<file path="src/rtl/matrix_uart_loader.sv">
// Front-end for the 3x3 8-bit matrix multiplier: collects 18 UART bytes into A/B,
// runs the multiplier, then streams the 9 result bytes out over a valid/ready port.
module matrix_uart_loader #(
  parameter int TIMEOUT_CYCLES = 100000,
  parameter int TO_W           = 17
) (
  input  logic        Clock,
  input  logic        reset,
  input  logic [7:0]  rx_data,
  input  logic        rx_valid,
  output logic [71:0] mm_A,
  output logic [71:0] mm_B,
  output logic        mm_enable,
  output logic        mm_clear,
  input  logic [71:0] mm_C,
  input  logic        mm_done,
  output logic [7:0]  tx_data,
  output logic        tx_valid,
  input  logic        tx_ready,
  output logic        busy,
  output logic        rx_timeout,
  output logic        rx_overrun
);

  localparam logic [1:0] S_CLEAR = 2'd0;
  localparam logic [1:0] S_RECV  = 2'd1;
  localparam logic [1:0] S_RUN   = 2'd2;
  localparam logic [1:0] S_SEND  = 2'd3;

  localparam logic [TO_W-1:0] TO_LAST = TO_W'(TIMEOUT_CYCLES - 1);

  logic [1:0]      state;
  logic [4:0]      cnt;
  logic [3:0]      idx;
  logic [TO_W-1:0] to_cnt;
  logic [71:0]     result;
  logic [7:0]      tx_byte;

  always_ff @(posedge Clock or posedge reset) begin
    if (reset) begin
      state      <= S_CLEAR;
      cnt        <= 5'd0;
      idx        <= 4'd0;
      to_cnt     <= '0;
      result     <= 72'd0;
      mm_A       <= 72'd0;
      mm_B       <= 72'd0;
      rx_timeout <= 1'b0;
    end else begin
      rx_timeout <= 1'b0;
      case (state)
        S_CLEAR: state <= S_RECV;
        S_RECV: begin
          if (rx_valid) begin
            // Bytes 0-8 fill A row-major, bytes 9-17 fill B the same way.
            for (int n = 0; n < 9; n++) begin
              if (cnt == 5'(n))     mm_A[n*8 +: 8] <= rx_data;
              if (cnt == 5'(n + 9)) mm_B[n*8 +: 8] <= rx_data;
            end
            to_cnt <= '0;
            if (cnt == 5'd17) begin
              cnt   <= 5'd0;
              state <= S_RUN;
            end else begin
              cnt <= cnt + 5'd1;
            end
          end else if (cnt != 5'd0) begin
            if (to_cnt == TO_LAST) begin
              rx_timeout <= 1'b1;
              cnt        <= 5'd0;
              to_cnt     <= '0;
            end else begin
              to_cnt <= to_cnt + 1'b1;
            end
          end else begin
            to_cnt <= '0;
          end
        end
        S_RUN: begin
          if (mm_done) begin
            result <= mm_C;
            idx    <= 4'd0;
            state  <= S_SEND;
          end
        end
        default: begin
          // Handshake: a byte moves on any rising edge where tx_valid and
          // tx_ready are both high; tx_valid/tx_data never change otherwise.
          if (tx_ready) begin
            if (idx == 4'd8) begin
              idx   <= 4'd0;
              state <= S_CLEAR;
            end else begin
              idx <= idx + 4'd1;
            end
          end
        end
      endcase
    end
  end

  always_comb begin
    tx_byte = 8'h00;
    for (int n = 0; n < 9; n++) begin
      if (idx == 4'(n)) tx_byte = result[n*8 +: 8];
    end
  end

  assign mm_clear   = (state == S_CLEAR);
  assign mm_enable  = (state == S_RUN);
  assign tx_valid   = (state == S_SEND);
  assign tx_data    = tx_valid ? tx_byte : 8'h00;
  assign busy       = (state == S_RUN) || (state == S_SEND);
  assign rx_overrun = rx_valid && (state != S_RECV) && !reset;

endmodule

</file>
<file path="config.mk">
export PLATFORM = sky130hd
export DESIGN_NAME = matrix_uart_loader
export DESIGN_NICKNAME = d
export VERILOG_FILES = /design/src/rtl/matrix_uart_loader.sv
export SDC_FILE = /design/constraint.sdc
export NUM_CORES = 1
export LEC_CHECK = 0
export BUFFER_PORTS_ARGS = -buffer_cell sky130_fd_sc_hd__buf_2
export CORE_UTILIZATION = 58
export CTS_CLUSTER_SIZE = 28
export DETAILED_ROUTE_END_ITERATION = 16
export GPL_TIMING_DRIVEN = 0
export PLACE_DENSITY = 0.81
export SETUP_SLACK_MARGIN = 0.2
export SYNTH_ARGS = -nofsm -noshare
export SYNTH_HDL_FRONTEND = slang
export SYNTH_SLANG_ARGS = --single-unit
export TNS_END_PERCENT = 1
</file>
<file path="constraint.sdc">
create_clock -name Clock -period 15.4 [get_ports Clock]
set_input_delay 2.31 -clock Clock [delete_from_list [all_inputs] [get_ports Clock]]
set_output_delay 2.31 -clock Clock [all_outputs]
set_load 0.01 [all_outputs]
</file>
== Yosys cells after proc, flatten, opt, wreduce, memory -nomap -nowiden ==
Cells that the tools add are included.

* Bits of input ports: 85
* Memories kept: 0
* Register bits after elaboration: 245
* Bits in latches: 0
* Word-level logic and storage cells: 128
* Bits in writable memories: 0
* Bits in read-only memories: 0

* Muxes and demuxes: 31
* Shift operators: 0
* Add/subtract/negate cells: 3
* Order comparisons: 0
* Div/mod/pow operators: 0
* Reduce and logical (&&, ||, !) cells: 36
* Bitwise logic cells: 1
* Equal/unequal tests: 33
* Multiply operators: 0

{| class="wikitable"
|+ Operator list
! operator !! number
|-
| $mux 8 || 10
|-
| $reduce_and 3->1 || 20
|-
| $mux 17 || 3
|-
| $eq 5x4->1 const B || 8
|-
| $eq 5x3->1 const B || 4
|-
| $mux 5 || 4
|-
| $add 17x1->17 const B || 1
|-
| $eq 17x17->1 const B || 1
|-
| $eq 4x3->1 const B || 4
|-
| $mux 4 || 3
|-
| $eq 5x2->1 const B || 2
|-
| $eq 5x5->1 const B || 2
|-
| $mux 2 || 5
|-
| $eq 4x2->1 const B || 2
|-
| $pmux 4 s2 || 1
|-
| $reduce_bool 4->1 || 2
|-
| $pmux 2 s3 || 1
|-
| $reduce_bool 2->1 || 3
|-
| $add 5x1->5 const B || 1
|-
| $eq 5x1->1 const B || 1
|-
| $logic_not 5->1 || 1
|-
| $reduce_and 5->1 || 1
|-
| $reduce_bool 5->1 || 1
|-
| $add 4x1->4 const B || 1
|-
| other kinds (15) || 22
|}

== Depth between registers and ports, before layout ==
Gate-level depths: netlist of run 1.

* Depth after elaboration: 11
* Mapped depth: 9

== Worst setup path after synthesis of run 1 ==
Ideal clock, no wire load.

* Path type: input-to-output
* Start point: input rx_valid
* End point: output rx_overrun
* Path slack: 10.451 ns
* Cell stages on the path: 2
* Data arrival time: 2.639 ns
* Cells stage by stage: inv_1 nor3_1

* Cells in the longest elaborated chain, start to end: 2

{| class="wikitable"
|+ Ends and longest elaborated chain
! what !! RTL line !! text
|-
| start: declaration || 10 || <nowiki>input logic rx_valid,</nowiki>
|-
| $logic_and 1x1->1 (2 in a row) || 114 || <nowiki>assign rx_overrun = rx_valid && (state != S_RECV) && !reset;</nowiki>
|-
| end: declaration || 22 || <nowiki>output logic rx_overrun</nowiki>
|}

No other way between the ends.

== Worst setup path after layout of run 1 ==
* Start point: register idx[0]
* End point: output tx_data[4]

* Cells in the longest elaborated chain, start to end: 11
* Elaborated cells between the ends (all ways): 19
* Those cells by class: eq/ne: 8; mux: 10; reduce/logical: 1

{| class="wikitable"
|+ Ends and longest elaborated chain
! what !! RTL line !! text
|-
| start: declaration || 34 || <nowiki>logic [3:0] idx;</nowiki>
|-
| start signal: assignment || 94 || <nowiki>idx <= idx + 4'd1;</nowiki>
|-
| $logic_not 4->1 || 105 || <nowiki>if (idx == 4'(n)) tx_byte = result[n*8 +: 8];</nowiki>
|-
| $mux 8 (8 in a row) || 105 ||
|-
| $mux 8 * || 105 ||
|-
| $mux 8 * || 112 || <nowiki>assign tx_data = tx_valid ? tx_byte : 8'h00;</nowiki>
|-
| end: declaration || 17 || <nowiki>output logic [7:0] tx_data,</nowiki>
|}

Every way passes the cells marked *; elsewhere a longest branch is shown, timed or not.

==> key figures, run 1 <==
GRT
  • Vias in the first global route: ~7300
  • Grt met3 use: 0.0526
  • Gr usage total: 0.270
  • GRT Residual Overflow: 0
  • GR peak layer: met2
  • Initial antenna violation count: 1
  • First-pass GRT wire length: 39200 um
  • Met2 Use GR: 0.449
  • M1 GR Usage: 0.357
  • Largest net degree at the start of global routing: 130

Worst setup path
  • Arrival time worst endpoint: roughly 3 ns
  • Setup Crit Path Kind: flop to output pin
  • CP most frequent cell: clkbuf_1
  • CP cell instances: ha_1 -> clkbuf_1 -> inv_1 -> clkbuf_1 -> nor3_2 -> a22oi_1 -> o21ai_0 -> buf_2
  • Slowest stage delay, CP: roughly 0.54 ns
  • Crit path max fanout: 10
  • Crit path max-delay cell type: nor3_2
  • CP Capture Type: output pin
  • CP required: approximately 13 ns
  • Worst setup SP type: flop

Yosys
  • Flops & latches, synth: 245
  • Yosys warns: 0
  • Syn_area_per_cell: approximately 13 sq um
  • Compound-Gate Fraction of Synth Area: 0.0583
  • Synth Instances: between 800 and 900
  • Synth Cell Area: approximately 0.011 sq mm
  • Post-Synth Simple-Gate Area: 0.0826
  • Multiplexer share of the synthesized area: 0.232
  • Largest family of logic cells by synthesized area: multiplexers
  • Post-synthesis xor/xnor area fraction: 0.00906
  • Post-synthesis sequential area ratio: 0.577
  • Post-Synth Adder-Cell Area: 0.0177
  • Number of flops mapped to enable cells by yosys: 0
  • Ys flop type: dfrtp_1
  • Syn_nets: slightly above 900
  • Synth async-reset ratio: 1.00
  • Cell variety after synth: between 50 and 60

Timing
  • Slew headroom: 0.458
  • Final Critical Period: about 5.3 ns
  • Period utilization: 0.343
  • Final Max Tran Viols: 0
  • Worst-Margin Slew: ~0.81 ns
  • Worst Skew: approximately 0.013 ns
  • Final hold vios: 0
  • Setup TNS: 0 ns
  • Unrepaired setup endpoints after global routing: no
  • Peak Freq: between 0.15 and 0.2 GHz
  • Endpoints failing setup: 0

Clock tree
  • Clock-pin slew on the worst setup and hold paths: 0.06 ns
  • Resized cells post-CTS: 0
  • Worst-Skew Late Latency: 0.53 ns
  • Clock sinks: roughly 250
  • CTS tree: built
  • CTS H-Tree Depth: 1
  • Number of hold buffers added after cts: 0
  • Clk root buf: clkbuf_16
  • Num CTS Buffers: 26
  • Setup bufs post-CTS: 0
  • CTS max path bufs: 3

Run status
  • Status: complete, no violations

Placement
  • Final GP Congestion: about 0.86
  • Port Buf Inserts: between 200 and 250
  • Placed inst area: between 0.01 and 0.015 sq mm
  • Post-DP HPWL: approximately 18000 um

Detailed routing
  • 1st-iter DRT viols: 430
  • Final WL: roughly 25000 um
  • DRC: 0
  • Via/cell ratio: about 5.6
  • Avg WL per Cell: about 19 um
  • DRT Pass-1 Iters: 5
  • Via Count: 7400
  • ANT nets after route: 0

Min path
  • Min-delay worst type: flop to flop

Power
  • Worst VDD drop: between 100 and 150 uV
  • Power density cells: about 190 mW/mm^2
  • Leakage: about 6.5 nW
  • Combinational power share: 0.331
  • Internal power: ~1.6 mW
  • Clk pwr share: 0.270
  • Sequential share of power: 0.400
  • Switching share of power: 0.327
  • Net Sw Power: 0.795 mW

Layout
  • Final instance area: about 0.013 sq mm
  • Fillcell total: 1207
  • Nets: ~1200
  • Multi-input combinational cell area: 0.00425 sq mm
  • Area Overhead vs Synth: 23.1%
  • Sequential cell area: 0.00613 sq mm
  • Layout cells sized above 1: 0.492
  • Ant diodes: 0

Floorplan
  • Initial Util: 0.592
  • CORE AREA: between 0.015 and 0.02 sq mm
  • DIE HEIGHT: between 100 and 150 um
  • Die ar.: roughly 0.019 sq mm
  • DIE WIDTH: roughly 140 um
  • I/O pin count: 243
  • Core Rows: 49

Run
  • Max-Cap Viols: 0
[path summary, 6_finish.rpt]
path                       cells past startpoint                  from  slack [ns]                endpoint
setup / recovery                               8    idx[0]$_DFFE_PP0P_       10.12              tx_data[4]
hold / removal                                 1  mm_B[39]$_DFFE_PP0P_        0.48    mm_B[39]$_DFFE_PP0P_
setup reg to reg                               6  state[0]$_DFFE_PP0P_       13.08  result[15]$_DFFE_PP0P_
hold reg to reg                                1  mm_B[39]$_DFFE_PP0P_        0.48    mm_B[39]$_DFFE_PP0P_
max in group asynchronous                      3                 reset       12.39  result[66]$_DFFE_PP0P_
min in group asynchronous                      2                 reset        1.95     mm_A[1]$_DFFE_PP0P_
[state kept, by name (all words and copies together), names as in the netlist]
signal	flops
to_cnt	17
mm_A	72
mm_B	72
rx_timeout	1
cnt	5
idx	4
result	72
state	2
[synthesized netlist by cell type (2+ instances only)]
master	instances	share of area
nor3_1	3	0.0014
mux2_2	215	0.23
o21ai_0	36	0.017
nand4_1	5	0.0029
nor2_4	9	0.0095
nor3b_1	2	0.0014
a22oi_1	7	0.0049
ha_1	15	0.018
nand3_1	16	0.0075
nand2_1	36	0.013
nand2_2	5	0.0029
and3_1	4	0.0024
and4_1	2	0.0016
nand3b_1	8	0.0056
o221ai_1	2	0.0016
xor2_1	5	0.0041
nor4_1	2	0.0012
buf_2	7	0.0033
nor2_2	4	0.0024
mux2_1	3	0.0032
o211ai_1	8	0.0056
o22ai_1	2	0.0012
xnor2_1	6	0.0049
or2_2	3	0.0018
inv_1	24	0.0085
dfrtp_1	245	0.58
buf_4	2	0.0014
a31oi_1	2	0.0012
and2_1	3	0.0018
nor2_1	32	0.011
a21oi_1	39	0.018
clkbuf_1	30	0.011
nand2b_1	6	0.0035
[worst max-delay path: cells and delay by family (launching register included)]
kind	cells	cell delay, ns
adder cells (fa/ha/maj)	1	0.18
flip-flops	1	0.46
AND/OR/NAND/NOR	1	0.54
buffers and inverters	4	0.94
AO/OA/AOI/OAI	2	0.34
[power groups by stage]
stage               Sequential [mW]  Combinational [mW]  Clock, mW
global route                  0.997               0.879      0.693
global placement              0.967               0.777          0
CTS                           0.969               0.808      0.666
floorplan                      1.01               0.484          0
detailed placement            0.977               0.800          0
finish                        0.972               0.804      0.655
[area by class of cell]
class / count / share of cell area
buffer: 39 / 0.0124
clock buffer: 35 / 0.0569
clock inverter: 12 / 0.0133
inverter: 24 / 0.00746
multi-input combinational: 501 / 0.325
sequential: 245 / 0.469
tap: 229 / 0.0219
timing repair buffer: 243 / 0.0947
[through the flow]
step | hold slack, ns | cells | power (mW) | util | setup slack [ns]
detailed placement | 0.469 | 1281 | 1.78 | 0.677 | 10.21
global placement | 0.464 | 1280 | 1.74 | 0.675 | 3.74
floorplan | 0.474 | 809 | 1.49 | - | 6.36
CTS | 0.489 | 1328 | 2.44 | 0.728 | 10.12
global route | 0.508 | 1328 | 2.57 | 0.728 | 9.91
finish | 0.484 | 1328 | 2.43 | 0.728 | 10.12
[cell families (layout without fill, tap and decap cells)]
logic type / Yosys count / in the layout
buffers and inverters: 63 / 353
flip-flops: 245 / 245
AND/OR/NAND/NOR: 151 / 151
multiplexers: 219 / 219
adder cells (fa/ha/maj): 15 / 15
AO/OA/AOI/OAI: 105 / 105
XOR/XNOR: 11 / 11
[per-layer routing]
metal,up-vias,wire [um]
li1,3404,-
met1,3708,10600
met2,235,12400
met3,51,1630
met4,2,725
met5,-,18
[cells in the final DEF (no fill, tap or decap), types with 5 or more instances in the layout]
master     netlist  final
clkbuf_8         0      6
dfrtp_1        245    245
mux2_2         215    215
xnor2_1          6      6
a22oi_1          7      7
o211ai_1         8      8
buf_2            7    249
ha_1            15     15
clkbuf_1        30     33
nor2_1          32     32
o21ai_0         36     36
nand2b_1         6      6
nand4_1          5      5
a21oi_1         39     39
clkbuf_16        0     26
clkinv_2         0      6
xor2_1           5      5
nand2_2          5      5
nand3_1         16     16
nand2_1         36     36
inv_1           24     23
nand3b_1         8      8
nor2_4           9      9
Note: power is estimated with default switching activity, not from simulation.
==> inputs of run 2 (changes only) <==
--- a/config.mk
+++ b/config.mk
@@ -6,11 +6,11 @@
 export NUM_CORES = 1
 export LEC_CHECK = 0
 export BUFFER_PORTS_ARGS = -buffer_cell sky130_fd_sc_hd__buf_2
-export CORE_UTILIZATION = 58
+export CORE_UTILIZATION = 54
 export CTS_CLUSTER_SIZE = 28
 export DETAILED_ROUTE_END_ITERATION = 16
 export GPL_TIMING_DRIVEN = 0
-export PLACE_DENSITY = 0.81
+export PLACE_DENSITY = 0.76
 export SETUP_SLACK_MARGIN = 0.2
 export SYNTH_ARGS = -nofsm -noshare
 export SYNTH_HDL_FRONTEND = slang
==> constraint.sdc (replaced) <==
create_clock -name Clock -period 4.95 [get_ports Clock]
set_input_delay 0.7425 -clock Clock [delete_from_list [all_inputs] [get_ports Clock]]
set_output_delay 0.7425 -clock Clock [all_outputs]
set_load 0.01 [all_outputs]
==> run 2 against run 1 <==
Net effect: clock power increased to 3.1 times the previous value; die area increased by 7.3%; setup slack got worse by 8.9 ns; final area increased by 0.72%; global-route usage decreased by 1.3 points; critical endpoint is now tx_data[6]; largest cell class unchanged; highest routed layer unchanged.
==> key figures, run 2 (same netlist as run 1, synthesis figures left out) <==
GRT
  • Initial antenna violation count: 1 (unchanged)
  • Largest net degree at the start of global routing: 43 (-67%)
  • Gr usage total: 0.257 (-0.0127)
  • Vias in the first global route: 7378 (+0.63%)
  • First-pass GRT wire length: 40000 um (+2.0%)
  • GRT Residual Overflow: 0 (unchanged)

Clock tree
  • Resized cells post-CTS: 0 (unchanged)
  • Num CTS Buffers: 26 (unchanged)
  • Setup bufs post-CTS: 0 (unchanged)
  • Clock sinks: 245 (unchanged)
  • Clock-pin slew on the worst setup and hold paths: 0.06 ns (about the same)
  • CTS H-Tree Depth: 1 (unchanged)
  • CTS tree: built
  • CTS max path bufs: 3 (unchanged)
  • Clk root buf: clkbuf_16
  • Number of hold buffers added after cts: 0 (unchanged)
  • Worst-Skew Late Latency: 0.52 ns (about the same)

Timing
  • Final hold slack: 0.317 ns (-0.167 ns)
  • Final Critical Period: between 3 and 4 ns
  • Period utilization: 0.750
  • Setup TNS: 0 ns (unchanged)
  • Final Max Tran Viols: 0 (unchanged)
  • Endpoints failing setup: 0 (unchanged)
  • Unrepaired setup endpoints after global routing: no
  • Worst Slack Setup Final: 1.24 ns (-8.88 ns)
  • Peak Freq: between 0.2 and 0.3 GHz
  • Slew headroom: 0.558 (+0.0999)
  • Worst Skew: 0.0115 ns (-0.00174 ns)
  • Final hold vios: 0 (unchanged)
  • Worst-Margin Slew: 0.663 ns (-0.150 ns)

Layout
  • Layout cells sized above 1: 0.491 (-0.00134)
  • Post-route insts no fill: 1362 (+2.6%)
  • Nets: 1185 (+0.42%)
  • Ant diodes: 0 (unchanged)
  • Commonest non-fill, non-tap cell in the layout: buf_2
  • Biggest regs: mm_A: 72 flops, mm_B: 72 flops, result: 72 flops
  • Most frequent cells in the layout: buf_2 (249), dfrtp_1 (245), mux2_2 (215)
  • Area Overhead vs Synth: 23.9%

Power
  • Worst VDD drop: 336 uV (+150%)
  • Power density cells: 572 mW/mm^2 (+210%)
  • Leakage: 6.55 nW (+0.32%)
  • Pwr Total: 7.54 mW (+210%)

Detailed routing
  • DRC: 0 (unchanged)
  • Via/cell ratio: 5.46 (-2.0%)
  • M1 WL: 11300 um (+6.0%)
  • DR WL met3: 1580 um (-2.9%)
  • ANT nets after route: 0 (unchanged)
  • Final WL: 25900 um (+2.0%)
  • Avg WL per Cell: 19.0 um (-0.55%)
  • Via Count: 7441 (+0.55%)
  • 1st-iter DRT viols: 352 (-18%)
  • Met2 routed WL: 12300 um (-0.78%)
  • DRT Pass-1 Iters: 4 (-1)
  • Top Metal Used: met5

Floorplan
  • DIE HEIGHT: 142 um (+3.6%)
  • I/O pin count: 243 (unchanged)
  • Core Rows: 50 (+2.0%)
  • DIE WIDTH: 142 um (+3.6%)
  • Initial Util: 0.559 (-0.0328)
  • CORE AREA: 0.0190 sq mm (+5.9%)
  • Die ar.: 0.0203 sq mm (+7.3%)

Placement
  • Placed insts: 1317 (+2.8%)
  • DP Worst Slack: 1.84 ns (-8.36 ns)
  • Port Buf Inserts: 242 (unchanged)
  • Post-DP HPWL: 18300 um (+3.9%)
  • Final GP Congestion: 0.866 (+1.2%)

Run status
  • Status: complete, no violations

Worst setup path
  • CP required: 4.21 ns (-8.88 ns)
  • CP Capture Type: output pin
  • R2R cell count: 6 (unchanged)
  • Worst R2R End: result[43]$_DFFE_PP0P_
  • RR Startpoint: state[0]$_DFFE_PP0P_
  • Crit path max fanout: 8 (-2)
  • Worst setup SP type: flop
  • Setup Crit Path Kind: flop to output pin
  • Arrival time worst endpoint: 2.97 ns (about the same)
  • Setup slack, reg-to-reg: 2.62 ns (-10.46 ns)

Min path
  • Min-delay worst type: input pin to async pin

Run
  • Max-Cap Viols: 0 (unchanged)
run 2: worst max-delay path by stage:
stage                        from                endpoint  slack [ns]  cells after the start
2_1_floorplan               reset      cnt[0]$_DFFE_PP0P_        0.99                      1
3_3_place_gp                reset  result[10]$_DFFE_PP0P_       -0.50                      2
3_5_place_dp   idx[0]$_DFFE_PP0P_              tx_data[6]        1.84                      9
4_1_cts        idx[0]$_DFFE_PP0P_              tx_data[7]        1.26                      8
5_1_grt        idx[0]$_DFFE_PP0P_              tx_data[6]        1.01                      9
6_report       idx[0]$_DFFE_PP0P_              tx_data[6]        1.24                      9
run 2: critical path, cell delays in order, from the launching register on:
cell and delay, ns:
dfrtp_1 0.46, inv_1 0.10, ha_1 0.20, clkbuf_1 0.22
nor2_1 0.52, o211ai_1 0.20, a31oi_1 0.24, o221ai_1 0.14
and3_1 0.22, buf_2 0.14
run 2: per-layer routing:
metal | up-vias | global-route usage
met1 | 3751 | 0.349
li1 | 3417 | -
met5 | - | 0
met2 | 221 | 0.417
met3 | 50 | 0.0501
met4 | 2 | 0.0815
run 2: cell type report:
class,count,area [sq um]
plain buffers,39,163
clock buffers,36,739
clock inverters,9,145
fillers,1403,5840
inverters,24,93.8
multi-input cells,501,4250
flip-flops and latches,245,6130
well taps,260,325
repair buffers,248,1330
run 2: power breakdown:
part / total [mW] / switching [mW] / internal [mW]
combinational: 2.50 / 1.33 / 1.17
clock: 2.01 / 0.767 / 1.24
sequential: 3.03 / 0.362 / 2.67
run 2: through the flow:
stage	area, sq um	util
after floorplan	10600	-
after global placement	12200	0.640
after detailed placement	12300	0.646
after CTS	13200	0.693
after global routing	13200	0.693
final	13200	0.693
==> inputs of run 3 (changes only) <==
==> constraint.sdc (replaced) <==
create_clock -name Clock -period 3.6 [get_ports Clock]
set_input_delay 0.54 -clock Clock [delete_from_list [all_inputs] [get_ports Clock]]
set_output_delay 0.54 -clock Clock [all_outputs]
set_load 0.01 [all_outputs]
==> run 3 against run 2 <==
Net effect: first-iteration DRC count is 3.7% lower; flip-flop and latch count stayed put; combinational power is 38% higher; wire length hardly changed; critical path depth is 1 lower; highest routed layer unchanged.
==> key figures, run 3 (same netlist as run 1, synthesis figures left out) <==
Run status
  • Status: complete, no violations

Clock tree
  • CTS tree: built
  • Setup bufs post-CTS: 0 (unchanged)
  • Worst-Skew Late Latency: 0.53 ns (about the same)
  • CTS H-Tree Depth: 1 (unchanged)
  • Num CTS Buffers: 26 (unchanged)
  • Clk root buf: clkbuf_16
  • CTS max path bufs: 3 (unchanged)
  • Clock-pin slew on the worst setup and hold paths: 0.06 ns (about the same)
  • Number of hold buffers added after cts: 0 (unchanged)
  • Clock sinks: 245 (unchanged)

Power
  • Sequential share of power: 0.401 (about the same)
  • Worst VDD drop: 462 uV (+38%)
  • Combinational power share: 0.332 (about the same)
  • Net Sw Power: 3.39 mW (+38%)
  • Switching share of power: 0.326 (+0.000491)
  • Power density cells: 787 mW/mm^2 (+38%)
  • Pwr Total: 10.4 mW (+38%)
  • Leakage: 6.58 nW (+0.44%)
  • Clk pwr share: 0.267 (about the same)
  • Internal power: 6.99 mW (+38%)

Floorplan
  • CORE AREA: 0.0190 sq mm (unchanged)
  • DIE WIDTH: 142 um (unchanged)
  • I/O pin count: 243 (unchanged)
  • Die ar.: 0.0203 sq mm (unchanged)
  • Core Rows: 50 (unchanged)
  • Initial Util: 0.559 (unchanged)
  • DIE HEIGHT: 142 um (unchanged)

Timing
  • Final Max Tran Viols: 0 (unchanged)
  • Unrepaired setup endpoints after global routing: yes
  • Slew headroom: 0.547 (-0.0110)
  • Final hold vios: 0 (unchanged)
  • Peak Freq: between 0.2 and 0.3 GHz
  • Final Critical Period: around 3.3 ns
  • Setup TNS: 0 ns (unchanged)
  • Period utilization: 0.929
  • Endpoints failing setup: 0 (unchanged)
  • Worst Skew: 0.0126 ns (+0.00107 ns)
  • Worst-Margin Slew: 0.680 ns (+0.0166 ns)

GRT
  • Initial antenna violation count: 1 (unchanged)
  • Vias in the first global route: 7376 (-0.027%)
  • Gr usage total: 0.257 (about the same)
  • GRT Residual Overflow: 0 (unchanged)
  • First-pass GRT wire length: 40000 um (about the same)
  • Largest net degree at the start of global routing: 43 (unchanged)

Worst setup path
  • Worst setup SP type: flop
  • Setup Crit Path Kind: flop to output pin
  • CP Capture Type: output pin
  • Arrival time worst endpoint: 2.81 ns (-0.16 ns)
  • Crit path max fanout: 10 (+2)
  • CP required: 3.06 ns (-1.15 ns)

Detailed routing
  • Via Count: 7453 (+0.16%)
  • 1st-iter DRT viols: 339 (-3.7%)
  • Via/cell ratio: 5.47 (+0.16%)
  • Avg WL per Cell: 19.0 um (about the same)
  • DRT Pass-1 Iters: 4 (unchanged)
  • Final WL: 25900 um (about the same)
  • DRC: 0 (unchanged)
  • ANT nets after route: 0 (unchanged)

Layout
  • Area Overhead vs Synth: 24.1%
  • Most frequent cells in the layout: buf_2 (249), dfrtp_1 (245), mux2_2 (215)
  • Commonest non-fill, non-tap cell in the layout: buf_2
  • Ant diodes: 0 (unchanged)
  • Fillcell total: 1400 (-0.21%)
  • Layout cells sized above 1: 0.496 (+0.00544)
  • Sequential cell area: 0.00613 sq mm (unchanged)
  • Biggest regs: mm_A: 72 flops, mm_B: 72 flops, result: 72 flops
  • Multi-input combinational cell area: 0.00426 sq mm (+0.32%)
  • Nets: 1185 (unchanged)

Min path
  • Min-delay worst type: input pin to async pin

Placement
  • Final GP Congestion: 0.866 (unchanged)
  • Post-DP HPWL: 18300 um (unchanged)
  • Port Buf Inserts: 242 (unchanged)

Run
  • Max-Cap Viols: 0 (unchanged)
[run 3: changes by cell type in the layout (fill, tap and decap cells not counted)]
| cell | previous run | this run |
|---|---|---|
| clkbuf_1 | 36 | 31 |
| clkbuf_2 | 0 | 5 |
| nor2_1 | 32 | 31 |
| nor2_4 | 9 | 10 |
| nor3_2 | 1 | 0 |
| nor3_4 | 1 | 2 |
[run 3: path summary, 6_finish.rpt]
| path | startpoint | endpoint | slack (ns) | cells after the start |
|---|---|---|---|---|
| setup / recovery | idx[0]$_DFFE_PP0P_ | tx_data[2] | 0.25 | 8 |
| hold / removal | reset | cnt[1]$_DFFE_PP0P_ | 0.12 | 2 |
| setup reg to reg | state[0]$_DFFE_PP0P_ | result[14]$_DFFE_PP0P_ | 1.27 | 6 |
| hold reg to reg | mm_B[39]$_DFFE_PP0P_ | mm_B[39]$_DFFE_PP0P_ | 0.48 | 1 |
| max in group asynchronous | reset | result[39]$_DFFE_PP0P_ | 2.61 | 4 |
| min in group Clock | mm_C[10] | result[10]$_DFFE_PP0P_ | 0.24 | 2 |
[run 3: metal layers]
metal  global-route usage  part of all wire
met5                    0           0.00039
met3               0.0501             0.057
met2                0.417              0.47
met4               0.0815             0.030
met1                0.348              0.44
[run 3: power groups by stage]
| stage | clock network [mW] | registers [mW] | logic, mW |
|---|---|---|---|
| 3_3_place_gp | 0 | 4.16 | 3.32 |
| 4_1_cts | 2.80 | 4.16 | 3.46 |
| 2_1_floorplan | 0 | 4.31 | 2.07 |
| 6_report | 2.77 | 4.17 | 3.45 |
| 5_1_grt | 2.91 | 4.27 | 3.76 |
| 3_5_place_dp | 0 | 4.19 | 3.42 |
[run 3: timing repair]
action,4_1_cts,5_1_grt
resized for setup,2,11
setup endpoints to repair,8,8
pin swaps,0,0
[run 3: cell type report]
cell class / count / area share
Sequential cell: 245 / 0.465
Timing Repair Buffer: 248 / 0.101
Buffer: 39 / 0.0128
Inverter: 24 / 0.00711
Clock buffer: 36 / 0.0560
Clock inverter: 9 / 0.0110
Multi-Input combinational cell: 501 / 0.323
Tap cell: 260 / 0.0247
[run 3: worst max-delay path, cell delays in order, from the launching register on]
cell and delay [ns]:
dfrtp_1 0.46, inv_1 0.12, ha_1 0.14, clkbuf_1 0.38
clkbuf_1 0.46, a21oi_1 0.21, a21oi_1 0.24, o21ai_0 0.11
buf_2 0.15
[run 3: metrics by stage]
stage               setup WS (ns)  hold slack (ns)  instances  instance area, sq um   util
floorplan                  -0.158            0.474        809                 10600      -
global placement            -1.65            0.466       1311                 12200  0.640
detailed placement          0.696            0.470       1317                 12300  0.646
CTS                         0.140            0.113       1362                 13200  0.693
global route                0.106            0.154       1362                 13200  0.694
finish                      0.254            0.117       1362                 13200  0.694
